==> src/rtl/mips_pkg.sv <==
// Shared MIPS definitions: instruction geometry, R-type funct codes and the
// instruction-memory loader state encoding.
package mips_pkg;

  localparam int INSTR_WIDTH    = 32;
  localparam int BYTES_PER_WORD = 4;

  localparam logic [5:0] FUNCT_ADD = 6'h20;
  localparam logic [5:0] FUNCT_SUB = 6'h22;

  typedef enum logic [1:0] {
    LD_IDLE  = 2'd0,
    LD_RECV  = 2'd1,
    LD_WRITE = 2'd2,
    LD_DONE  = 2'd3
  } loader_state_t;

  // A load length is usable when it is non-zero and fits the image limit.
  function automatic logic len_ok(input int unsigned len, input int unsigned max_words);
    return (len != 0) && (len <= max_words);
  endfunction

endpackage

==> src/rtl/imem_word_packer.sv <==
// Collects a big-endian byte stream into 32-bit instruction words; the fourth
// byte bypasses the lane registers so the word is ready on its accepting edge.
module imem_word_packer
  import mips_pkg::*;
(
  input  logic                   clk,
  input  logic                   rst,
  input  logic                   clr,
  input  logic                   accept,
  input  logic [7:0]             in_data,
  output logic [INSTR_WIDTH-1:0] word,
  output logic                   word_valid
);

  logic [1:0] byte_cnt_reg;
  logic [7:0] lane_reg [BYTES_PER_WORD-1];

  always_ff @(posedge clk) begin
    if (rst || clr) begin
      byte_cnt_reg <= '0;
      for (int i = 0; i < BYTES_PER_WORD - 1; i++) lane_reg[i] <= '0;
    end else if (accept) begin
      for (int i = 0; i < BYTES_PER_WORD - 1; i++)
        if (byte_cnt_reg == 2'(i)) lane_reg[i] <= in_data;
      byte_cnt_reg <= byte_cnt_reg + 2'd1;
    end
  end

  // Lane 0 is the most significant byte of the instruction.
  genvar gi;
  generate
    for (gi = 0; gi < BYTES_PER_WORD - 1; gi++) begin : g_lane
      assign word[INSTR_WIDTH-1-8*gi -: 8] = lane_reg[gi];
    end
  endgenerate
  assign word[7:0]  = in_data;
  assign word_valid = accept && (byte_cnt_reg == 2'd3);

endmodule

==> src/rtl/imem_loader.sv <==
// Streams a program image into instruction memory one word per WRITE cycle and
// holds Fetch stalled while the image is incomplete.
module imem_loader
  import mips_pkg::*;
#(
  parameter int ADDR_WIDTH = 8,
  parameter int MAX_WORDS  = 256
) (
  input  logic                   clk,
  input  logic                   rst,
  input  logic                   start,
  input  logic [ADDR_WIDTH:0]    load_len,
  input  logic                   in_valid,
  input  logic [7:0]             in_data,
  output logic                   in_ready,
  output logic                   mem_we,
  output logic [ADDR_WIDTH-1:0]  mem_addr,
  output logic [INSTR_WIDTH-1:0] mem_wdata,
  output logic                   busy,
  output logic                   done,
  output logic                   error,
  output logic                   fetch_hold,
  output logic [ADDR_WIDTH:0]    words_written
);

  localparam logic [ADDR_WIDTH:0] ONE = 1;

  loader_state_t          state_reg;
  logic [ADDR_WIDTH:0]    len_reg;
  logic [ADDR_WIDTH:0]    words_written_reg;
  logic [ADDR_WIDTH-1:0]  mem_addr_reg;
  logic [INSTR_WIDTH-1:0] mem_wdata_reg;
  logic                   error_reg;

  logic                   accept;
  logic                   start_ok;
  logic                   len_good;
  logic                   packer_clr;
  logic [INSTR_WIDTH-1:0] word;
  logic                   word_valid;

  assign accept     = in_valid && (state_reg == LD_RECV);
  assign start_ok   = start && ((state_reg == LD_IDLE) || (state_reg == LD_DONE));
  assign len_good   = len_ok(32'(load_len), MAX_WORDS);
  assign packer_clr = (start_ok && len_good) || (state_reg == LD_WRITE);

  imem_word_packer u_packer (
    .clk        (clk),
    .rst        (rst),
    .clr        (packer_clr),
    .accept     (accept),
    .in_data    (in_data),
    .word       (word),
    .word_valid (word_valid)
  );

  always_ff @(posedge clk) begin
    if (rst) begin
      state_reg         <= LD_IDLE;
      len_reg           <= '0;
      words_written_reg <= '0;
      mem_addr_reg      <= '0;
      mem_wdata_reg     <= '0;
      error_reg         <= 1'b0;
    end else begin
      case (state_reg)
        LD_IDLE, LD_DONE: begin
          if (start_ok) begin
            if (!len_good) begin
              error_reg <= 1'b1;
              state_reg <= LD_IDLE;
            end else begin
              error_reg         <= 1'b0;
              words_written_reg <= '0;
              len_reg           <= load_len;
              state_reg         <= LD_RECV;
            end
          end
        end
        LD_RECV: begin
          // Address and data are captured here so they hold once WRITE ends.
          if (word_valid) begin
            mem_addr_reg  <= words_written_reg[ADDR_WIDTH-1:0];
            mem_wdata_reg <= word;
            state_reg     <= LD_WRITE;
          end
        end
        LD_WRITE: begin
          words_written_reg <= words_written_reg + ONE;
          state_reg <= (words_written_reg == len_reg - ONE) ? LD_DONE : LD_RECV;
        end
        default: state_reg <= LD_IDLE;
      endcase
    end
  end

  assign in_ready      = (state_reg == LD_RECV);
  assign mem_we        = (state_reg == LD_WRITE);
  assign busy          = (state_reg == LD_RECV) || (state_reg == LD_WRITE);
  assign done          = (state_reg == LD_DONE);
  assign fetch_hold    = busy;
  assign error         = error_reg;
  assign mem_addr      = mem_addr_reg;
  assign mem_wdata     = mem_wdata_reg;
  assign words_written = words_written_reg;

endmodule

==> config.mk <==
export PLATFORM = sky130hd
export DESIGN_NAME = imem_loader
export DESIGN_NICKNAME = d
export VERILOG_FILES = /design/src/rtl/mips_pkg.sv /design/src/rtl/imem_word_packer.sv /design/src/rtl/imem_loader.sv
export SDC_FILE = /design/constraint.sdc
export NUM_CORES = 1
export LEC_CHECK = 0
export BUFFER_PORTS_ARGS = -buffer_cell sky130_fd_sc_hd__buf_2
export CAP_MARGIN = 20
export CELL_PAD_IN_SITES_DETAIL_PLACEMENT = 0
export CELL_PAD_IN_SITES_GLOBAL_PLACEMENT = 1
export CORE_MARGIN = 4
export CORE_UTILIZATION = 37
export DETAILED_ROUTE_END_ITERATION = 8
export GPL_ROUTABILITY_DRIVEN = 0
export HOLD_SLACK_MARGIN = 0.03
export PLACE_DENSITY_LB_ADDON = 0.2
export SLEW_MARGIN = 20
export SYNTH_ARGS = -nofsm -noshare
export SYNTH_HDL_FRONTEND = slang
export SYNTH_SLANG_ARGS = --single-unit
==> constraint.sdc <==
create_clock -name clk -period 2.1 [get_ports clk]
set_clock_uncertainty 0.15 [all_clocks]
set_input_delay 0.42 -clock clk [delete_from_list [all_inputs] [get_ports clk]]
set_output_delay 0.42 -clock clk [all_outputs]
set_load 0.005 [all_outputs]
=== Word-level counts from Yosys, hierarchy flattened ===
Memories as Yosys holds them, arrays and structs flattened. A register that Yosys moved wholly into a read port is not among the register bits.
Index checks and enable logic that the tools add are counted.
W data, S select, Z words.

* Input bits: 21
* Memory bits (writable): 24
* Register bits: 63
* Memories: 1
* Output and inout bits: 55

* Magnitude comparators: 1
* Reductions and logical operators: 19
* Eq/ne operators: 10
* $add $sub $neg: 3
* Multiplexer cells: 26
* Bitwise operators: 3

{| class="wikitable"
|+ Memory list
! name !! words !! width !! read ports !! clocked after Yosys merged registers in !! write ports !! RTL line !! RTL
|-
| u_packer.lane_reg || 3 || 8 || 3 || 3 || 3 || imem_word_packer.sv:16 || <nowiki>logic [7:0] lane_reg [BYTES_PER_WORD-1];</nowiki>
|}

{| class="wikitable"
|+ Operators with widths
! kind !! number
|-
| $mux W8 || 3
|-
| $mux W9 || 2
|-
| $pmux W9 S2 || 1
|-
| $mux W1 || 16
|-
| $add A9 B1 Y9 const B || 1
|-
| $eq A9 B9 Y1 || 1
|-
| $le A9 B9 Y1 const B || 1
|-
| $reduce_bool A9 Y1 || 1
|-
| $sub A9 B1 Y9 const B || 1
|-
| $eq A2 B2 Y1 const B || 4
|-
| $mux W2 || 3
|-
| $pmux W2 S3 || 1
|-
| $reduce_and A2 Y1 || 3
|-
| $reduce_and A3 Y1 || 2
|-
| $logic_and A1 B1 Y1 || 5
|-
| $eq A2 B1 Y1 const B || 2
|-
| $logic_not A2 Y1 || 2
|-
| $logic_or A1 B1 Y1 || 4
|-
| $ne A2 B2 Y1 const B || 2
|-
| $or A1 B1 Y1 || 3
|-
| $add A2 B1 Y2 const B || 1
|-
| $ne A2 B1 Y1 const B || 1
|-
| $reduce_bool A2 Y1 || 1
|-
| $reduce_or A2 Y1 || 1
|}

=== Logic depth before layout (Yosys ltp) ===
Gate-level depths: netlist (run 1).

* Word-level depth: 9
* Mapped depth: 8
* Depth with buffers taken out: 7

=== Cells and area by module ===
From an unflattened synthesis (run 1), not the netlist that was laid out.

* Cells, all modules: 405
* Area, all modules: 3783.6 sq um

{| class="wikitable"
|+ Modules (own cells, without submodules)
! module !! instances !! area an instance (sq um) !! cells each !! sequential area each (sq um)
|-
| imem_loader || 1 || 2690.1 || 336 || 1221.2
|-
| imem_word_packer || 1 || 1093.5 || 69 || 760.7
|}

=== Worst setup path after synthesis (run 1) ===
OpenSTA, ideal clock, no wires.

* Path kind: register -> register
* Start point: register state_reg[0]
* End point: memory u_packer.lane_reg[0][0] (data pin)
* Arrival: 1.940 ns
* Cell stages (with the launch flop): 9
* Period minus slack after synthesis: 2.231 ns
* Slack: -0.131 ns
* Required time: 1.809 ns
* Library setup time: 0.141 ns
* Path through: dfxtp_1 > inv_1 > ha_1 > and2_1 > and4_1 > buf_4 > nor4_2 > o311a_1 > and2_1

{| class="wikitable"
|+ RTL lines
! what !! RTL line !! RTL
|-
| from (decl) || imem_loader.sv:28 || <nowiki>loader_state_t state_reg;</nowiki>
|-
| from (signal assigned) || imem_loader.sv:90 || <nowiki>state_reg <= (words_written_reg == len_reg - ONE) ? LD_DONE : LD_RECV;</nowiki>
|-
| to (decl) || imem_word_packer.sv:16 ||
|}

=== Worst setup path after layout (run 1) ===
* Start point: register len_reg[1]
* End point: register state_reg[1]

* Longest elaborated chain between the ends: 4

{| class="wikitable"
|+ Ends and longest elaborated chain
! what !! RTL line !! RTL
|-
| from (decl) || imem_loader.sv:29 || <nowiki>logic [ADDR_WIDTH:0] len_reg;</nowiki>
|-
| from (signal assigned) || imem_loader.sv:75 || <nowiki>len_reg <= load_len;</nowiki>
|-
| $sub A9 B1 Y9 || imem_loader.sv:90 ||
|-
| $eq A9 B9 Y1 || imem_loader.sv:90 ||
|-
| $mux W2 || imem_loader.sv:90 ||
|-
| $pmux W2 S3 || imem_loader.sv:66 || <nowiki>case (state_reg)</nowiki>
|}

No other way between the ends.
A chain may end at the register's enable or synchronous reset.

==> results of run 1 <==
[cell usage after synthesis, types with 3 or more instances]
library cell | instances | share of area
inv_1 | 10 | 0.010
clkbuf_1 | 20 | 0.020
nor3_1 | 5 | 0.0068
nand4_1 | 5 | 0.0085
ha_1 | 9 | 0.031
nor2_1 | 11 | 0.011
a31oi_1 | 7 | 0.012
dfxtp_1 | 63 | 0.34
and2_1 | 11 | 0.019
or3_1 | 3 | 0.0051
and4_1 | 3 | 0.0071
nand2_1 | 105 | 0.11
a21oi_1 | 52 | 0.071
nand3_1 | 11 | 0.015
xor2_1 | 5 | 0.012
o31ai_1 | 3 | 0.0061
or4_1 | 3 | 0.0061
xnor2_1 | 13 | 0.031
edfxtp_1 | 24 | 0.20
[metal layers]
metal / track usage / wire length [um] / vias to the layer above
met4: 0.0433 / 88 / 0
met5: 0 / 0 / -
met3: 0.0414 / 436 / 12
met1: 0.237 / 4660 / 1418
li1: - / - / 1571
met2: 0.258 / 3990 / 75
[cells in the final DEF, fill, tap and decap left out, drive strengths merged, types with 5 or more instances in the layout]
cell type and count:
a21oi 52, a31oi 7, and2 12, buf 118, clkbuf 9, dfxtp 63
edfxtp 24, ha 9, inv 15, nand2 105, nand3 11, nand4 5
nor2 11, nor3 6, nor4 5, xnor2 13, xor2 5
[critical path, delay by kind of cell (launching register included)]
family,cells,cell delay (ns)
flops,1,0.34
simple gates,2,0.58
buf+inv,2,0.24
fa+ha+maj,1,0.16
compound gates,3,0.49
[path summary, 6_finish.rpt]
kind                            start                        end  slack [ns]
min                        in_data[5]  mem_wdata[5]$_SDFFE_PP0P_        0.15
max           len_reg[1]$_SDFFE_PP0P_  state_reg[1]$_SDFFE_PP0P_        0.07
min reg2reg  mem_addr[2]$_SDFFE_PP0P_   mem_addr[2]$_SDFFE_PP0P_        0.30
max reg2reg   len_reg[1]$_SDFFE_PP0P_  state_reg[1]$_SDFFE_PP0P_        0.07
[layout make-up]
class                      instances  area, sq um  area share
inverter                          10         37.5     0.00782
tap                              133          166      0.0347
multi-input combinational        275         1640       0.341
sequential                        87         1990       0.414
clock inverter                     7         83.8      0.0175
clock buffer                       9          124      0.0258
timing repair buffer             118          764       0.159
[metrics by stage]
step	worst slack [ns]	std cells	util	TNS, ns	cell area, sq um
2_1_floorplan	-0.00911	395	-	-0.219	3730
3_3_place_gp	-0.136	620	0.467	-4.10	4540
3_5_place_dp	-0.181	620	0.467	-5.80	4540
4_1_cts	0.0118	636	0.489	0	4760
5_1_grt	-0.0353	639	0.493	-0.0353	4800
6_report	0.0722	639	0.493	0	4800
[kinds of logic after synthesis]
logic type / Yosys count / share of synthesized area
DFF: 87 / 0.539
buffers and inverters: 33 / 0.0357
muxes: 1 / 0.00272
adders and majority gates: 9 / 0.0306
and+or+nand+nor: 170 / 0.220
AOI/OAI and AO/OA: 76 / 0.123
xor gates and xnor gates: 19 / 0.0490
[where the power goes]
part / switching, uW / internal [uW]
Combinational: 153 / 144
Sequential: 23.0 / 1760
Clock: 633 / 575
[repair_timing]
item | in CTS | in global routing
setup buffers | 0 | 3
resized for setup | 3 | 7
setup endpoints to repair | 1 | 11
pin swaps | 3 | 5
==> summary.md, run 1 <==
| Metric | Value |
|---|---|
| Initial drt markers | 115 |
| Number of distinct library cells after synthesis | 44 |
| Worst r2r path cells | 8 |
| Number of synthesized register bits | 87 |
| Die width | 108 um |
| Most used DFF post-synth | dfxtp_1 |
| Layout cell share with drive strength beyond 1 | 0.326 |
| I/O Buffers | between 70 and 80 |
| # diodes | 0 |
| Later-pin clock latency in the skew report | between 0.3 and 0.4 ns |
| Ys async rst share | 0 |
| Maxcap violations | 0 |
| Tightest Pin Transition | 0.419 ns |
| First-pass DRT Iterations | 6 |
| Final worst-path cycle share | 0.966 |
| Area grow syn2layout | 30.5% |
| Critical path data arrival time | around 2.2 ns |
| Post-Syn Area | between 3000 and 4000 sq um |
| Leakage | ~0.0020 uW |
| WP data required | roughly 2.3 ns |
| Max stage delay on crit path | between 0.5 and 0.6 ns |
| Final net count | roughly 530 |
| Fin crit period | about 2.0 ns |
| Peak VDD IR | around 0.38 mV |
| Final Hold Vio Count | 0 |
| Vias per cell | 4.81 |
| Hold_buf cts | 0 |
| Global-route wire length before repair | around 15 mm |
| Hold Slack | 0.152 ns |
| RSZ-0062 raised after global routing | yes |
| Post-route antenna net violation count | 0 |
| CTS buffer count | 9 |
| Total grt overflow | 0 |
| Hold Path Class | primary input to flip-flop |
| Endpoints failing setup | 0 |
| Mean Syn Cell Area | a little over 9 sq um |
| CTS sink cnt | 87 |
| Pwr Density | approximately 690 nW/um^2 |
| WL final | 9.18 mm |
| Post-synth EDFFs | 24 |
| TritonCTS clock tree | built |
| Vias | just over 3000 |
| Vias in the first global route | 3065 |
| CP endpoint kind | flip-flop |
| Die area | roughly 12000 sq um |
| CP Cell Sequence | inv_2, ha_4, nand2b_1, or4_1, a31oi_1, a31oi_1, o31ai_1, buf_4 |
| Clock tree buffer depth | 2 |
| Initial antenna violation count | 0 |
| Most used cell, CP | a31oi_1 |
| Pin count of the biggest net entering global routing | 41 |
| Cells on Worst Hold Path | 3 |
| CP startpoint kind | flip-flop |
| Syn Nets | ~430 |
| Seq/Total Area, Yosys | 0.539 |
| Core Footprint | just under 10000 sq um |
| Post-DP HPWL | 6.90 mm |
| Global router's overall resource usage | 0.168 |
| Max FFs per register | 32 |
| Final total power | between 3000 and 4000 uW |
| Fin. max-slew vios | 0 |
| Outcome | completed |
| CP Class | flip-flop to flip-flop |
| Crit-path slowest cell | or4_1 |
| Post-synthesis cell count | around 400 |
| Crit-path max FO | 5 |
| Worst-path clk slew | roughly 0.10 ns |
| Clock Root Buffer | clkbuf_8 |
| IO Pins | 76 |
| Rows | 36 |
| Max-slew headroom | 0.720 |
| Highest clock rate | slightly below 500 MHz |
| Die Ht | 108 um |
| Filler cells | a little under 1000 |
| YS warnings | 0 |
| Initial Util | 0.378 |
| H-tree Lvls | 3 |
| # DRC | 0 |
| Routed len/inst | between 10 and 15 um |
Power figures use the tool's default switching activity.
==> inputs of run 2 (changes only) <==
- SYNTH_HIERARCHICAL: unset -> 1
==> run 2 against run 1 <==
The flow now finishes with violations (setup timing). Global-route usage is 0.69 points lower. Cell count is 0.47% lower. Non-clock buffer count fell by 3. Sequential cell count unchanged. Cell area is 1.9% higher. Clock-buffer cell count stayed put. Core utilization up 0.26 points. Register-to-register slack worse by 0.10 ns. Area after synthesis up 2.9%. Critical path type is now primary input to flip-flop.
==> summary.md, run 2 <==
| Metric | Value |
|---|---|
| Max FFs per register | 32 (unchanged) |
| Final worst-path cycle share | 1.13 (+0.163) |
| Core Footprint | 9860 sq um (+1.4%) |
| Most frequent cell after synthesis | nand2_1 |
| Vias per cell | 4.91 (+2.0%) |
| Post-DP HPWL | 6.68 mm (-3.2%) |
| WP data required | 2.07 ns (-0.18 ns) |
| Leakage | 0.00192 uW (-3.6%) |
| CP Capture Point | u_packer/lane_reg[0][6]$_DFFE_PP_ |
| Crit-path max FO | 8 (+3) |
| Max-slew headroom | 0.694 (-0.0263) |
| Layout cell share with drive strength beyond 1 | 0.336 (+0.00990) |
| CP Class | primary input to flip-flop |
| RSZ-0062 raised after global routing | yes |
| Final Instance Count excl. Fillers | 636 (-0.47%) |
| Worst-path clk slew | 0.09 ns (about the same) |
| Outcome | finished with violations |
| Die area | 11900 sq um (+2.7%) |
| Finished Cell Area | 4890 sq um (+1.9%) |
| CP endpoint kind | flip-flop |
| Ys async rst share | 0 (unchanged) |
| Later-pin clock latency in the skew report | 0.36 ns (about the same) |
| Hold Path Class | primary input to flip-flop |
| Clock Root Buffer | clkbuf_8 |
| Die Ht | 109 um (+1.3%) |
| Total grt overflow | 0 (unchanged) |
| I/O Buffers | 75 (unchanged) |
| Post-route antenna net violation count | 0 (unchanged) |
| Critical path data arrival time | 2.34 ns (+0.16 ns) |
| CP startpoint kind | primary input |
| YS warnings | 6 (+6) |
| Failing checks | setup timing |
| Rows | 36 (unchanged) |
| Clock tree buffer depth | 2 (unchanged) |
| Initial antenna violation count | 0 (unchanged) |
| IO Pins | 76 (unchanged) |
| Int Power | 2370 uW (-4.7%) |
| CTS sink cnt | 87 (unchanged) |
| Post-route setup TNS | -12.70 ns (-12.70 ns) |
| Highest clock rate | 422 MHz (-14%) |
| Post-synth EDFFs | 24 (unchanged) |
| Critical path origin | load_len[3] |
| DP Area | 4490 sq um (-1.1%) |
| Endpoints failing setup | 58 (+58) |
| Most used DFF post-synth | dfxtp_1 |
| Global router's overall resource usage | 0.161 (-0.00692) |
| # DRC | 0 (unchanged) |
| Critical R2R Launch | state_reg[0]$_SDFFE_PP0P_ |
| Clock group share of total power | 0.358 (-0.009) |
| Initial drt markers | 149 (+30%) |
| WL final | 9.34 mm (+1.7%) |
| Final Hold Vio Count | 0 (unchanged) |
| Seq pwr share | 0.551 (+0.008) |
| Most common cell after layout, fill and taps aside | nand2_1 |
| First-pass DRT Iterations | 4 (-2) |
| Syn Nets | 435 (+2.4%) |
| Peak VDD IR | 0.399 mV (+6.0%) |
| Final net count | 528 (-0.56%) |
| Pwr Density | 663 nW/um^2 (-3.4%) |
| Pin count of the biggest net entering global routing | 29 (-29%) |
| Vias in the first global route | 2940 (-4.1%) |
| Vias | 3122 (+1.5%) |
| Routed len/inst | 14.7 um (+2.2%) |
| Seq/Total Area, Yosys | 0.524 (-0.0151) |
| Fin. max-slew vios | 0 (unchanged) |
| CTS buffer count | 9 (unchanged) |
| Tightest Pin Transition | 0.455 ns (+0.0353 ns) |
| Sw frac | 0.270 (+0.0248) |
| List of most frequent post-synthesis cells | nand2_1 (98), dfxtp_1 (63), a21oi_1 (51), edfxtp_1 (24), clkbuf_1 (18) |
| Combinational share of power | 0.091 (about the same) |
| Global-route wire length before repair | 14.9 mm (-2.3%) |
| Share of the synthesized area in the top cell type | 0.333 (-0.00964) |
| Number of synthesized register bits | 87 (unchanged) |
| Worst r2r path cells | 8 (unchanged) |
| Reg-to-Reg End | words_written[7]$_SDFFE_PP0P_ |
| R2R Setup Slk | -0.03 ns (-0.10 ns) |
| Post-synthesis cell count | 405 (+2.5%) |
| Die width | 109 um (+1.3%) |
| Synth area leaders | dfxtp_1 (33%), edfxtp_1 (19%), nand2_1 (9.7%) |
| H-tree Lvls | 3 (unchanged) |
| Commonest cells after routing, fill and taps aside | nand2_1 (98), buf_2 (72), dfxtp_1 (61) |
| Number of distinct library cells after synthesis | 49 (+11%) |
| Placed insts | 613 (-1.1%) |
| Fin crit period | 2.37 ns (+0.343 ns) |
| Mean Syn Cell Area | 9.34 sq um (+0.35%) |
| Maxcap violations | 0 (unchanged) |
| Area grow syn2layout | 29.3% |
| # diodes | 0 (unchanged) |
| Final WS setup | -0.271 ns (-0.343 ns) |
| Net load switching power | 877 uW (+8.4%) |
| Area leader, netlist | dfxtp_1 |
| Filler cells | 953 (-1.9%) |
| Post-Syn Area | 3780 sq um (+2.9%) |
| Initial Util | 0.384 (+0.00560) |
| TritonCTS clock tree | built |
==> run 2: cell types whose count changed after synthesis, moves of 4 or more <==
| cell | before | now |
|---|---|---|
| buf_4 | 2 | 10 |
| a31oi_1 | 7 | 3 |
| nand2_1 | 105 | 98 |
| xnor2_1 | 13 | 8 |
| nand3_1 | 11 | 3 |
| nor2_1 | 11 | 15 |
| and2_1 | 11 | 5 |
| mux2i_1 | 1 | 10 |
| o21ai_0 | 2 | 10 |
| nor3_2 | 1 | 8 |
==> run 2: logic make-up after synthesis <==
kind of cell,synth area share
xor+xnor,0.0301
mux,0.0265
buf+inv,0.0556
simple gates,0.208
compound gates,0.126
fa+ha+maj,0.0298
flops,0.524
==> run 2: repair_timing <==
| action | CTS | global route |
|---|---|---|
| cloned | 1 | 0 |
| setup buffers | 2 | 5 |
| pin swaps | 9 | 13 |
| hold buffers | 0 | 0 |
| endpoints found under the setup margin | 53 | 72 |
| hold endpoints to repair | 0 | 0 |
| resized for setup | 16 | 22 |
==> run 2: through the flow <==
step	total power, uW	worst slack, ns	utilization	hold WS, ns
final	3240	-0.271	0.496	0.137
after global routing	3380	-0.280	0.496	0.133
after CTS	3270	-0.281	0.485	0.131
after detailed placement	2090	-0.699	0.455	0.294
after global placement	2090	-0.657	0.455	0.291
after floorplan	2010	-0.785	-	0.303
==> run 2: power groups by stage <==
| stage | registers [uW] | clock network, uW | logic, uW |
|---|---|---|---|
| detailed placement | 1830 | 0 | 268 |
| CTS | 1790 | 1200 | 279 |
| global route | 1790 | 1270 | 323 |
| finish | 1790 | 1160 | 295 |
| global placement | 1830 | 0 | 265 |
| floorplan | 1820 | 0 | 189 |
==> run 2: worst min-delay path by stage <==
stage | startpoint | cells after the start | end
floorplan | mem_addr[0]$_SDFFE_PP0P_ | 2 | mem_addr[0]$_SDFFE_PP0P_
global route | load_len[0] | 3 | len_reg[0]$_SDFFE_PP0P_
detailed placement | mem_wdata[16]$_SDFFE_PP0P_ | 2 | mem_wdata[16]$_SDFFE_PP0P_
global placement | mem_wdata[23]$_SDFFE_PP0P_ | 2 | mem_wdata[23]$_SDFFE_PP0P_
finish | load_len[3] | 3 | len_reg[3]$_SDFFE_PP0P_
CTS | load_len[0] | 3 | len_reg[0]$_SDFFE_PP0P_
==> run 2: worst max-delay path: stages <==
cell    delay (ns)
buf_6         0.09
or4_4         0.52
or3_4         0.40
and3_4        0.16
or2_4         0.22
or2_4         0.28
a21o_4        0.25
==> run 2: area by class of cell <==
class | instances | area, sq um | share of cell area
multi-input combinational | 275 | 1760 | 0.360
clock buffer | 9 | 124 | 0.0253
timing repair buffer | 115 | 744 | 0.152
clock inverter | 7 | 72.6 | 0.0148
tap | 133 | 166 | 0.0340
inverter | 10 | 37.5 | 0.00767
sequential | 87 | 1990 | 0.406
==> run 2: metal layers <==
metal	vias up	routed length [um]	track usage
met5	-	0	0
met4	0	102	0.0460
met3	9	568	0.0367
met2	67	4100	0.241
met1	1480	4570	0.232
li1	1566	-	-
==> inputs of run 3 (changes only) <==
- CORE_MARGIN: 4 -> unset
==> run 3 against run 2 <==
The flow still finishes with violations (setup timing). Core utilization decreased by 0.61 points. Power fell by 2.2%. Combinational power down 2%. Fmax shrank 0.19%. Clock power decreased by 5%. Worst hold slack about the same. Register-to-register slack better by 0.03 ns. Sequential share of layout area up 0.45 points. Cell area down 1.2%. Via count is 3.2% lower. Critical path type unchanged.
==> summary.md, run 3 (synthesized netlist as in run 2, its figures left out) <==
| Metric | Value |
|---|---|
| Vias | 3023 (-3.2%) |
| Critical path data arrival time | 2.34 ns (about the same) |
| Post-route antenna net violation count | 0 (unchanged) |
| Global-route wire length before repair | 14.2 mm (-4.6%) |
| Vias per cell | 4.76 (-3.0%) |
| CP endpoint kind | flip-flop |
| Pin count of the biggest net entering global routing | 30 (+3.4%) |
| Rows | 36 (unchanged) |
| R2R Setup Slk | 0 ns (+0.03 ns) |
| Reg-to-Reg End | u_packer/lane_reg[0][23]$_DFFE_PP_ |
| Post-DP HPWL | 6.45 mm (-3.5%) |
| Highest clock rate | 421 MHz (-0.19%) |
| Maxcap violations | 0 (unchanged) |
| Register area | 1980 sq um (-0.13%) |
| Clock Root Buffer | clkbuf_8 |
| Routed len/inst | 14.1 um (-3.6%) |
| Worst r2r path cells | 7 (-1) |
| Most common cell after layout, fill and taps aside | nand2_1 |
| CTS buffer count | 9 (unchanged) |
| Tightest Pin Transition | 0.572 ns (+0.117 ns) |
| Final Hold Vio Count | 0 (unchanged) |
| Initial Util | 0.384 (unchanged) |
| H-tree Lvls | 3 (unchanged) |
| Core Footprint | 9860 sq um (unchanged) |
| Worst-path clk slew | 0.09 ns (about the same) |
| Die width | 103 um (-5.5%) |
| Multi-input gate area | 1740 sq um (-1.2%) |
| IO Pins | 76 (unchanged) |
| Cells on Worst Hold Path | 3 (unchanged) |
| # diodes | 0 (unchanged) |
| Worst Hold Launch | load_len[0] |
| Dpl ws | -0.658 ns (+0.0411 ns) |
| Clock tree buffer depth | 2 (unchanged) |
| Final net count | 527 (-0.19%) |
| RSZ-0062 raised after global routing | yes |
| Initial drt markers | 75 (-50%) |
| Leakage | 0.00190 uW (-0.65%) |
| Pwr Density | 656 nW/um^2 (-1.0%) |
| Initial antenna violation count | 0 (unchanged) |
| Hold Path End | len_reg[0]$_SDFFE_PP0P_ |
| Final WS setup | -0.276 ns (-0.00446 ns) |
| Commonest cells after routing, fill and taps aside | nand2_1 (98), buf_2 (73), dfxtp_1 (61) |
| Failing checks | setup timing |
| Max-slew headroom | 0.615 (-0.0790) |
| Layout cell share with drive strength beyond 1 | 0.327 (-0.00929) |
| Fin. max-slew vios | 0 (unchanged) |
| Crit-path max FO | 8 (unchanged) |
| Final worst-path cycle share | 1.13 (+0.00212) |
| Global router's overall resource usage | 0.178 (+0.0171) |
| Peak VDD IR | 0.304 mV (-24%) |
| CP Class | primary input to flip-flop |
| Later-pin clock latency in the skew report | 0.36 ns (about the same) |
| Hold Path Class | primary input to flip-flop |
| Die Ht | 103 um (-5.5%) |
| Hold Slack | 0.137 ns (+0.000120 ns) |
| Total grt overflow | 0 (unchanged) |
| Vias in the first global route | 2772 (-5.7%) |
| First-pass DRT Iterations | 4 (unchanged) |
| WL final | 8.98 mm (-3.8%) |
| Critical R2R Launch | state_reg[0]$_SDFFE_PP0P_ |
| Die area | 10600 sq um (-11%) |
| I/O Buffers | 75 (unchanged) |
| Fin crit period | 2.38 ns (+0.00446 ns) |
| Max FFs per register | 32 (unchanged) |
| Endpoints failing setup | 56 (-3.4%) |
| # DRC | 0 (unchanged) |
| CTS sink cnt | 87 (unchanged) |
| Area grow syn2layout | 27.7% |
| WP data required | 2.07 ns (about the same) |
| TritonCTS clock tree | built |
| Outcome | finished with violations |
| Filler cells | 963 (+1.0%) |
| CP startpoint kind | primary input |
[run 3: changes by cell type in the layout (fill, tap and decap cells not counted), sizes merged]
cell,change
inv,-2
buf,-1
clkinv,+2
[run 3: per-stage QoR]
step	instances	total power [uW]	cell area, sq um	setup TNS, ns	utilization
floorplan	405	2010	3890	-40.27	-
global placement	615	2090	4510	-37.42	0.457
detailed placement	615	2100	4510	-37.82	0.457
CTS	632	3200	4720	-11.81	0.478
global route	635	3300	4830	-14.76	0.490
finish	635	3170	4830	-13.18	0.490
[run 3: power breakdown]
part / switching (uW) / total [uW] / internal (uW)
Clock: 651 / 1100 / 446
Combinational: 156 / 289 / 133
Sequential: 21.5 / 1780 / 1760
[run 3: worst max-delay path, cell delays in order]
cell and delay [ns]:
buf_6 0.09, or4_4 0.52, or3_4 0.40, and3_4 0.16, or2_4 0.21, or2_4 0.29, a21o_4 0.24
[run 3: layout make-up]
class / instances / area share
clock buffers: 9 / 0.0256
clock inverters: 7 / 0.0119
inverters: 10 / 0.00777
multi-input cells: 275 / 0.360
flip-flops and latches: 87 / 0.411
well taps: 133 / 0.0344
repair buffers: 114 / 0.150
[run 3: worst max path at each step]
stage / from / to / slack [ns] / cells past startpoint
after CTS: load_len[3] / u_packer/lane_reg[0][23]$_DFFE_PP_ / -0.26 / 7
after floorplan: load_len[7] / u_packer/lane_reg[0][0]$_DFFE_PP_ / -0.78 / 8
after global placement: load_len[7] / u_packer/lane_reg[0][7]$_DFFE_PP_ / -0.65 / 7
after detailed placement: load_len[7] / u_packer/lane_reg[0][10]$_DFFE_PP_ / -0.66 / 8
after global routing: load_len[0] / u_packer/lane_reg[0][2]$_DFFE_PP_ / -0.31 / 8
final: load_len[0] / u_packer/lane_reg[0][23]$_DFFE_PP_ / -0.28 / 7
[run 3: routing by layer]
layer	routed length (um)	GRT usage
met1	4660	0.268
met2	3800	0.247
met3	392	0.0271
met4	127	0.0856
met5	0	0
[run 3: what timing repair did]
item,CTS,global route
pin swaps,3,12
gates cloned,1,0
setup buffers,0,4
endpoints found under the setup margin,53,60
gates resized for setup,5,24
hold buffers,0,0
